File: config.mk
export PLATFORM = sky130hd
export DESIGN_NAME = clock_enable
export DESIGN_NICKNAME = d
export VERILOG_FILES = /design/src/rtl/lynx_pkg.sv /design/src/rtl/ce_divider.sv /design/src/rtl/clock_enable.sv
export SDC_FILE = /design/constraint.sdc
export NUM_CORES = 1
export LEC_CHECK = 0
export ABC_AREA = 1
export BUFFER_PORTS_ARGS = -buffer_cell sky130_fd_sc_hd__buf_2
export CORE_MARGIN = 2
export CORE_UTILIZATION = 25
export DETAILED_ROUTE_END_ITERATION = 8
export GPL_TIMING_DRIVEN = 0
export HOLD_SLACK_MARGIN = 0.02
export PLACE_DENSITY = 0.39
export SLEW_MARGIN = 15
export SYNTH_ARGS = -nofsm -noshare
export SYNTH_HDL_FRONTEND = slang
export SYNTH_HIERARCHICAL = 1
export SYNTH_SLANG_ARGS = --single-unit
File: constraint.sdc
create_clock -name clock -period 1.85 [get_ports clock]
set_input_delay 0.0925 -clock clock [delete_from_list [all_inputs] [get_ports clock]]
set_output_delay 0.0925 -clock clock [all_outputs]
set_load 0.005 [all_outputs]
File: src/rtl/lynx_pkg.sv
// Shared types and default constants for the Lynx core clocking blocks.
package lynx_pkg;

   typedef enum logic [1:0] {
      WAIT_LOCK = 2'd0,
      HOLD      = 2'd1,
      RUN       = 2'd2
   } state_t;

   localparam int CPU_DIV_DEF    = 8;
   localparam int VID_DIV_DEF    = 4;
   localparam int RST_CYCLES_DEF = 1024;
   localparam int SYS_CLK_HZ     = 32_000_000;

endpackage

File: src/rtl/ce_divider.sv
// Free-running divider producing registered one-cycle pulses at count 0 and at mid-period.
// i_half halves the period; it is sampled only at wrap, so periods are never truncated.
module ce_divider #(
   parameter int DIV = 8
) (
   input  logic i_clock,
   input  logic i_reset,
   input  logic i_run,
   input  logic i_half,
   output logic o_pulse,
   output logic o_mid
);

   localparam int W = (DIV > 1) ? $clog2(DIV) : 1;
   localparam logic [W-1:0] LAST_FULL = W'(DIV - 1);
   localparam logic [W-1:0] LAST_HALF = W'(DIV / 2 - 1);
   localparam logic [W-1:0] MID_FULL  = W'(DIV / 2);
   localparam logic [W-1:0] MID_HALF  = W'(DIV / 4);

   logic [W-1:0] r_cnt;
   logic         r_half;
   logic         r_pulse;
   logic         r_mid;
   logic         w_last;
   logic [W-1:0] w_mid;

   assign w_last  = (r_cnt == (r_half ? LAST_HALF : LAST_FULL));
   assign w_mid   = r_half ? MID_HALF : MID_FULL;
   assign o_pulse = r_pulse;
   assign o_mid   = r_mid;

   always_ff @(posedge i_clock or posedge i_reset) begin
      if (i_reset) begin
         r_cnt   <= '0;
         r_half  <= 1'b0;
         r_pulse <= 1'b0;
         r_mid   <= 1'b0;
      end else if (!i_run) begin
         // Idle: hold at 0 and pick up the period mode for the first period after restart.
         r_cnt   <= '0;
         r_half  <= i_half;
         r_pulse <= 1'b0;
         r_mid   <= 1'b0;
      end else begin
         r_pulse <= (r_cnt == '0);
         r_mid   <= (r_cnt == w_mid);
         if (w_last) begin
            r_cnt  <= '0;
            r_half <= i_half;
         end else begin
            r_cnt <= r_cnt + 1'b1;
         end
      end
   end

endmodule

File: src/rtl/clock_enable.sv
// Clock-enable generator and reset sequencer for the Lynx core: lock-qualified reset
// release after RST_CYCLES stable cycles, plus phase-aligned CPU and video enables.
module clock_enable
   import lynx_pkg::*;
#(
   parameter int CPU_DIV    = CPU_DIV_DEF,
   parameter int VID_DIV    = VID_DIV_DEF,
   parameter int RST_CYCLES = RST_CYCLES_DEF
) (
   input  logic clock,
   input  logic reset,
   input  logic locked,
   input  logic turbo,
   output logic ce_cpu_p,
   output logic ce_cpu_n,
   output logic ce_vid,
   output logic sys_reset,
   output logic running
);

   localparam int RW = $clog2(RST_CYCLES);
   localparam logic [RW-1:0] RST_LAST = RW'(RST_CYCLES - 1);

   state_t        r_state;
   state_t        w_next;
   logic [RW-1:0] r_rst_cnt;
   logic          r_sys_reset;
   logic          w_div_run;
   logic          w_vid_mid_unused;

   always_comb begin
      w_next = r_state;
      if (!locked) begin
         w_next = WAIT_LOCK;
      end else begin
         unique case (r_state)
            WAIT_LOCK: w_next = HOLD;
            HOLD:      w_next = (r_rst_cnt == RST_LAST) ? RUN : HOLD;
            RUN:       w_next = RUN;
            default:   w_next = WAIT_LOCK;
         endcase
      end
   end

   always_ff @(posedge clock or posedge reset) begin
      if (reset) begin
         r_state     <= WAIT_LOCK;
         r_rst_cnt   <= '0;
         r_sys_reset <= 1'b1;
      end else begin
         r_state     <= w_next;
         r_sys_reset <= (w_next != RUN);
         // Cleared on any lock loss so a relock always waits the full time; saturates in RUN.
         if (r_state == WAIT_LOCK || w_next == WAIT_LOCK) begin
            r_rst_cnt <= '0;
         end else if (r_rst_cnt != RST_LAST) begin
            r_rst_cnt <= r_rst_cnt + 1'b1;
         end
      end
   end

   // Dividers only run while staying in HOLD/RUN, so no pulse lands in a WAIT_LOCK cycle.
   assign w_div_run = (r_state != WAIT_LOCK) && locked;
   assign sys_reset = r_sys_reset;
   assign running   = ~r_sys_reset;

   ce_divider #(.DIV(CPU_DIV)) u_cpu_div (
      .i_clock (clock),
      .i_reset (reset),
      .i_run   (w_div_run),
      .i_half  (turbo),
      .o_pulse (ce_cpu_p),
      .o_mid   (ce_cpu_n)
   );

   ce_divider #(.DIV(VID_DIV)) u_vid_div (
      .i_clock (clock),
      .i_reset (reset),
      .i_run   (w_div_run),
      .i_half  (1'b0),
      .o_pulse (ce_vid),
      .o_mid   (w_vid_mid_unused)
   );

endmodule

Word-level counts from Yosys, hierarchy flattened
Cells that the tools add are included.
{ "totals": {"register_bits": 23, "output_inout_bits": 5, "elab_cells": 51} }
{ "classes": {"addsub": 3, "eq_ne": 10, "n_mux": 19, "n_bitwise": 1, "n_reduce_logical": 8} }
{ "ops": {"columns": ["cell", "n"], "rows": [
  ["2-to-1 mux 10 bit", 2],
  ["2-to-1 mux 3 bit", 4],
  ["adder 10 x 1 -> 10 bit, second input constant", 1],
  ["== test 10 bit, second input constant", 1],
  ["2-to-1 mux 2 bit", 5],
  ["!= test 10 bit, second input constant", 1],
  ["2-to-1 mux 1 bit", 7],
  ["== test 3 bit", 2],
  ["zero test 2 bit", 3],
  ["one-hot mux 2 bit (3 select lines)", 1],
  ["!= test 2 bit, second input constant", 2],
  ["nonzero test 2 bit", 2],
  ["adder 3 x 1 -> 3 bit, second input constant", 1],
  ["zero test 3 bit", 1],
  ["adder 2 x 1 -> 2 bit, second input constant", 1],
  ["== test 2 x 1 -> 1 bit, second input constant", 1],
  ["== test 2 bit", 1],
  ["== test 2 bit, second input constant", 1],
  ["!= test 2 x 1 -> 1 bit, second input constant", 1],
  ["logical AND 1 bit", 1],
  ["logical OR 1 bit", 1],
  ["NOT 1 bit", 1]
]} }

Logic depth before layout (Yosys ltp)
{ "depth": {"word_depth": 7, "mapped_depth": 7} }

Modules after synthesis
The synthesis kept the hierarchy.
{ "by_module_without_submodules": {"columns": ["module", "n_inst", "cells_per_inst", "area_each_um2", "seq_area_each_um2"], "rows": [
  ["clock_enable", 1, 93, 738.2, 326.6],
  ["ce_divider at u_cpu_div", 1, 33, 290.3, 150.1],
  ["ce_divider at u_vid_div", 1, 26, 229.0, 125.1]
]} }

Least setup slack after synthesis
No wires, ideal clock.
{ "synth_path": {"kind": "register -> register", "from": "reg r_state[1]", "to": "reg u_cpu_div.r_half", "t_arrival_ns": 1.191, "required_ns": 1.729, "path_slack_ns": 0.538, "stages_incl_launch_ff": 6, "path_buffers": 0, "cell_sequence": "dfrtp_1 nor2_1 nor2_1 nand3_1 nand4_1 nand2_1"} }
{ "synth_via": {"elab_chain_cells": 3} }
{ "synth_rtl": {"columns": ["element", "line", "text"], "rows": [
  ["start, declared", "clock_enable.sv:24", "state_t r_state;"],
  ["start signal, assigned", "clock_enable.sv:51", "r_state <= w_next;"],
  ["nonzero test 2 bit (*)", "clock_enable.sv:63", "assign w_div_run = (r_state != WAIT_LOCK) && locked;"],
  ["logical AND 1 bit (*)", "clock_enable.sv:63", null],
  ["named net w_div_run", "clock_enable.sv:28", "logic w_div_run;"],
  ["!= test 2 bit (no source line) or 2-to-1 mux 1 bit (tied branches)", null, null],
  ["end signal, assigned", "ce_divider.sv:41", "r_half <= i_half;"],
  ["end signal, assigned", "ce_divider.sv:49", "r_half <= i_half;"],
  ["end, declared", "ce_divider.sv:21", "logic r_half;"]
]} }
The timed path passes the listed nets; every way through them passes the cells marked *.
A chain may end at the register's enable or synchronous reset.

Worst setup path in the final report
{ "layout_path": {"from": "in locked", "to": "reg u_cpu_div.r_cnt[2]"} }
{ "layout_via": {"elab_chain_cells": 2} }
{ "layout_rtl": {"columns": ["element", "line", "text"], "rows": [
  ["start, declared", "clock_enable.sv:12", "input logic locked,"],
  ["logical AND 1 bit", "clock_enable.sv:63", null],
  ["named net w_div_run", "clock_enable.sv:28", null],
  ["2-to-1 mux 3 bit", "ce_divider.sv:38", "end else if (!i_run) begin"],
  ["end signal, assigned", "ce_divider.sv:51", "r_cnt <= r_cnt + 1'b1;"],
  ["end, declared", "ce_divider.sv:20", "logic [W-1:0] r_cnt;"]
]} }
The timed path passes the listed nets, and every way through them passes these cells.

==> run summary <==
The share of cells above drive strength 1 is 0.191. Tracing the worst setup path back leads to its startpoint at locked. The overall routing resource usage was 0.103.

In the routed layout, each cell is associated on average with a via count of 4.21. The hold violation count in the final report came out at 0. The floorplan step defined a die boundary enclosing 5440 um2. The logs give 4720 um2 for the placeable core region and 1340 um2 for the cell area after placement. TritonCTS built the clock tree.

Critical path data required time: 2.04 ns. The run finished with clean final reports. After the first detailed-routing iteration, the DRC count stood at 70. The worst setup path is captured at a flip-flop. In this run the clock root is driven by a sky130_fd_sc_hd__clkbuf_8. The number of cells on the worst reg-to-reg path is 4.

Power spread over the standard cell area amounts to 672 nW/um2. The worst path in the final design needs a cycle of 1.61 ns, including I/O delays and setup. Gates resized during post-CTS repair numbered 0. The critical path contains buffers and inverters numbering 3 combined.

The congestion estimate from routability-driven global placement came to 0.719. Average footprint of a synthesized cell: 8.23 um2. The endpoint of the worst setup timing path is u_cpu_div/r_cnt[2]. For the placed wire-length estimate after detailed placement, the log shows 1710 um.

The run gives 0 ns as the setup TNS after final layout. At the worst endpoint, the arrival time is 1.79 ns. The net count after synthesis was 156; the largest net degree at the start of global routing was 15.

After detailed routing, the average wire length per cell comes to 10.0 um. Number of antenna violations at the first check in global routing: 0. The endpoint identified for the worst register-to-register timing path is u_cpu_div/r_cnt[2]. Relative to the synthesized area, the layout overhead comes to 15.8%.

The Yosys step of the flow raised 6 warnings. The worst relative slew slack is 0.483, and the overflow left after global routing is 0. The post-route DRC violation count is 0, and the count of filler cells inserted in the layout is 515. The final period utilization works out to 0.868. The critical path is of the in2reg type.

Initial cell density of the core: 0.258. The run gives 937 as the via count of the first global-routing pass. The class of the tightest hold or removal check was in2reg. The repair_antennas step left the layout with diodes totalling 0.

The run gives 0 as the max-cap violation count. The clock latency on the worst-skew pair is 0.27 ns. The slew at the pin closest to its max-slew limit came out at 0.773 ns. Setup repair after global routing left no endpoint under its margin. Synthesis produced 148 cells. The first global-routing pass estimated 4230 um of wire.

The horizontal die dimension was 73.8 um. The maximum clock path buffer count was 2. The CTS sink count came out at 23. The count of non-filler cells in the finished layout was 229. The count of H-tree levels built during CTS was 1; the number of logic stages on the critical path including buffering was 6. Measured along the y axis, the die boundary spans 73.8 um. The sequential cells in the finished layout cover a total of 577 um2.

The final route contains 964 vias. The clock arrives with 0.00165 ns of skew. Detailed-route wire length: 2300 um. Count of final max-slew check failures: 0. The signal on the critical path passes through dlygate4sd3_1 > buf_2 > inv_1 > nor2_1 > nand2_1 > a22oi_1.

The detail route stage leaves a number of antenna-violating nets equal to 0. Hold is met by 0.0657 ns. Critical path startpoint category: an input port. The startpoint identified for the worst register-to-register timing path is r_state[1].

Port buffering added 8 buffers. The floorplan has 25 rows. Clock input transition at the sequential cells of the worst setup and hold paths: 0.09 ns. The run gives 0 as the final setup violation count. Based on the critical path, the design can be clocked at up to 0.622 GHz.

The cell class contributing the biggest share of worst-path delay is simple AND/OR/NAND/NOR gates. Once layout is done, the placed cells without fillers occupy 1410 um2. The first-pass iteration count of the detailed router is 4, and the CTS buffer count is 3. The minimum setup slack among reg-to-reg paths came out at 0.31 ns.

The maximum vdd drop was 0.000334 V; the placed cell count was 223. The run gives 524 um2 as the area taken by multi-input logic gates. Maximum fanout encountered on the critical timing path: 11. In this run the count of I/O pins placed on the die edge is 9. The maximum cell stage delay along the critical path came out at 0.61 ns. For this run, the post-layout net count is 171. On the critical path, the stage with the largest delay is an instance of sky130_fd_sc_hd__nor2_1. For this design the static power due to leakage is 0.716 nW. For the total standard cell area after synthesis, the log shows 1220 um2.
-- layout make-up --
type	instances	area share
plain buffers	1	0.00532
well taps	67	0.0594
clock inverters	1	0.00532
clock buffers	3	0.0293
repair buffers	10	0.0426
inverters	29	0.0772
multi-input cells	95	0.372
flip-flops and latches	23	0.409
-- timing repair --
| action | in CTS | in global routing |
|---|---|---|
| buffers inserted | 0 | 0 |
| hold buffers | 2 | 0 |
| endpoints found under the hold margin | 23 | 0 |
-- report_power, final --
group          total (mW)  switching [mW]  internal [mW]
Combinational      0.0770          0.0492         0.0278
Clock               0.339           0.186          0.153
Sequential          0.532          0.0126          0.519
-- cells in the final DEF, fill, tap and decap left out, types with 4 or more instances in the layout --
| master | n |
|---|---|
| sky130_fd_sc_hd__nand2_1 | 32 |
| sky130_fd_sc_hd__inv_1 | 27 |
| sky130_fd_sc_hd__dfrtp_1 | 22 |
| sky130_fd_sc_hd__nand3_1 | 15 |
| sky130_fd_sc_hd__nor2_1 | 9 |
| sky130_fd_sc_hd__buf_2 | 8 |
| sky130_fd_sc_hd__nand2_2 | 5 |
| sky130_fd_sc_hd__o21ai_0 | 4 |
| sky130_fd_sc_hd__nand4_1 | 4 |
| sky130_fd_sc_hd__ha_1 | 4 |
-- per-layer routing --
metal / up-vias / GRT usage / wire (um)
met5: - / 0 / 0
li1: 491 / - / -
met3: 5 / 0.0288 / 67
met2: 10 / 0.167 / 1080
met1: 458 / 0.129 / 1110
met4: 0 / 0.0424 / 36
-- stage by stage --
step           setup slack, ns  power, mW   util
2_1_floorplan            0.574      0.594      -
3_3_place_gp             0.330      0.616  0.284
3_5_place_dp             0.301      0.617  0.284
4_1_cts                  0.232      0.964  0.299
5_1_grt                 0.0832      0.996  0.299
6_report                 0.243      0.947  0.299
-- flip-flops by register name, indices dropped and copies added (netlist names) --
register,flops
r_rst_cnt,10
u_cpu_div/r_cnt,3
r_state,2
u_vid_div/r_cnt,2
sys_reset,1
u_cpu_div/o_mid,1
u_cpu_div/o_pulse,1
u_cpu_div/r_half,1
u_vid_div/o_pulse,1
u_vid_div/r_half,1
-- worst min path at each step --
stage          slack, ns  cells past startpoint                 to  startpoint
2_1_floorplan      -0.14                      1  u_vid_div/o_pulse       reset
3_3_place_gp        0.02                      2  u_vid_div/o_pulse       reset
3_5_place_dp        0.02                      2  u_vid_div/o_pulse       reset
4_1_cts             0.06                      3   u_cpu_div/r_half       turbo
5_1_grt             0.08                      3   u_cpu_div/r_half       turbo
6_report            0.07                      3   u_cpu_div/r_half       turbo
-- tightest hold or removal path: cells and delay by family --
family / cells / cell delay (ns)
and+or+nand+nor: 2 / 0.14
buffers and inverters: 1 / 0.08
Note: power is estimated with default switching activity, not from simulation.
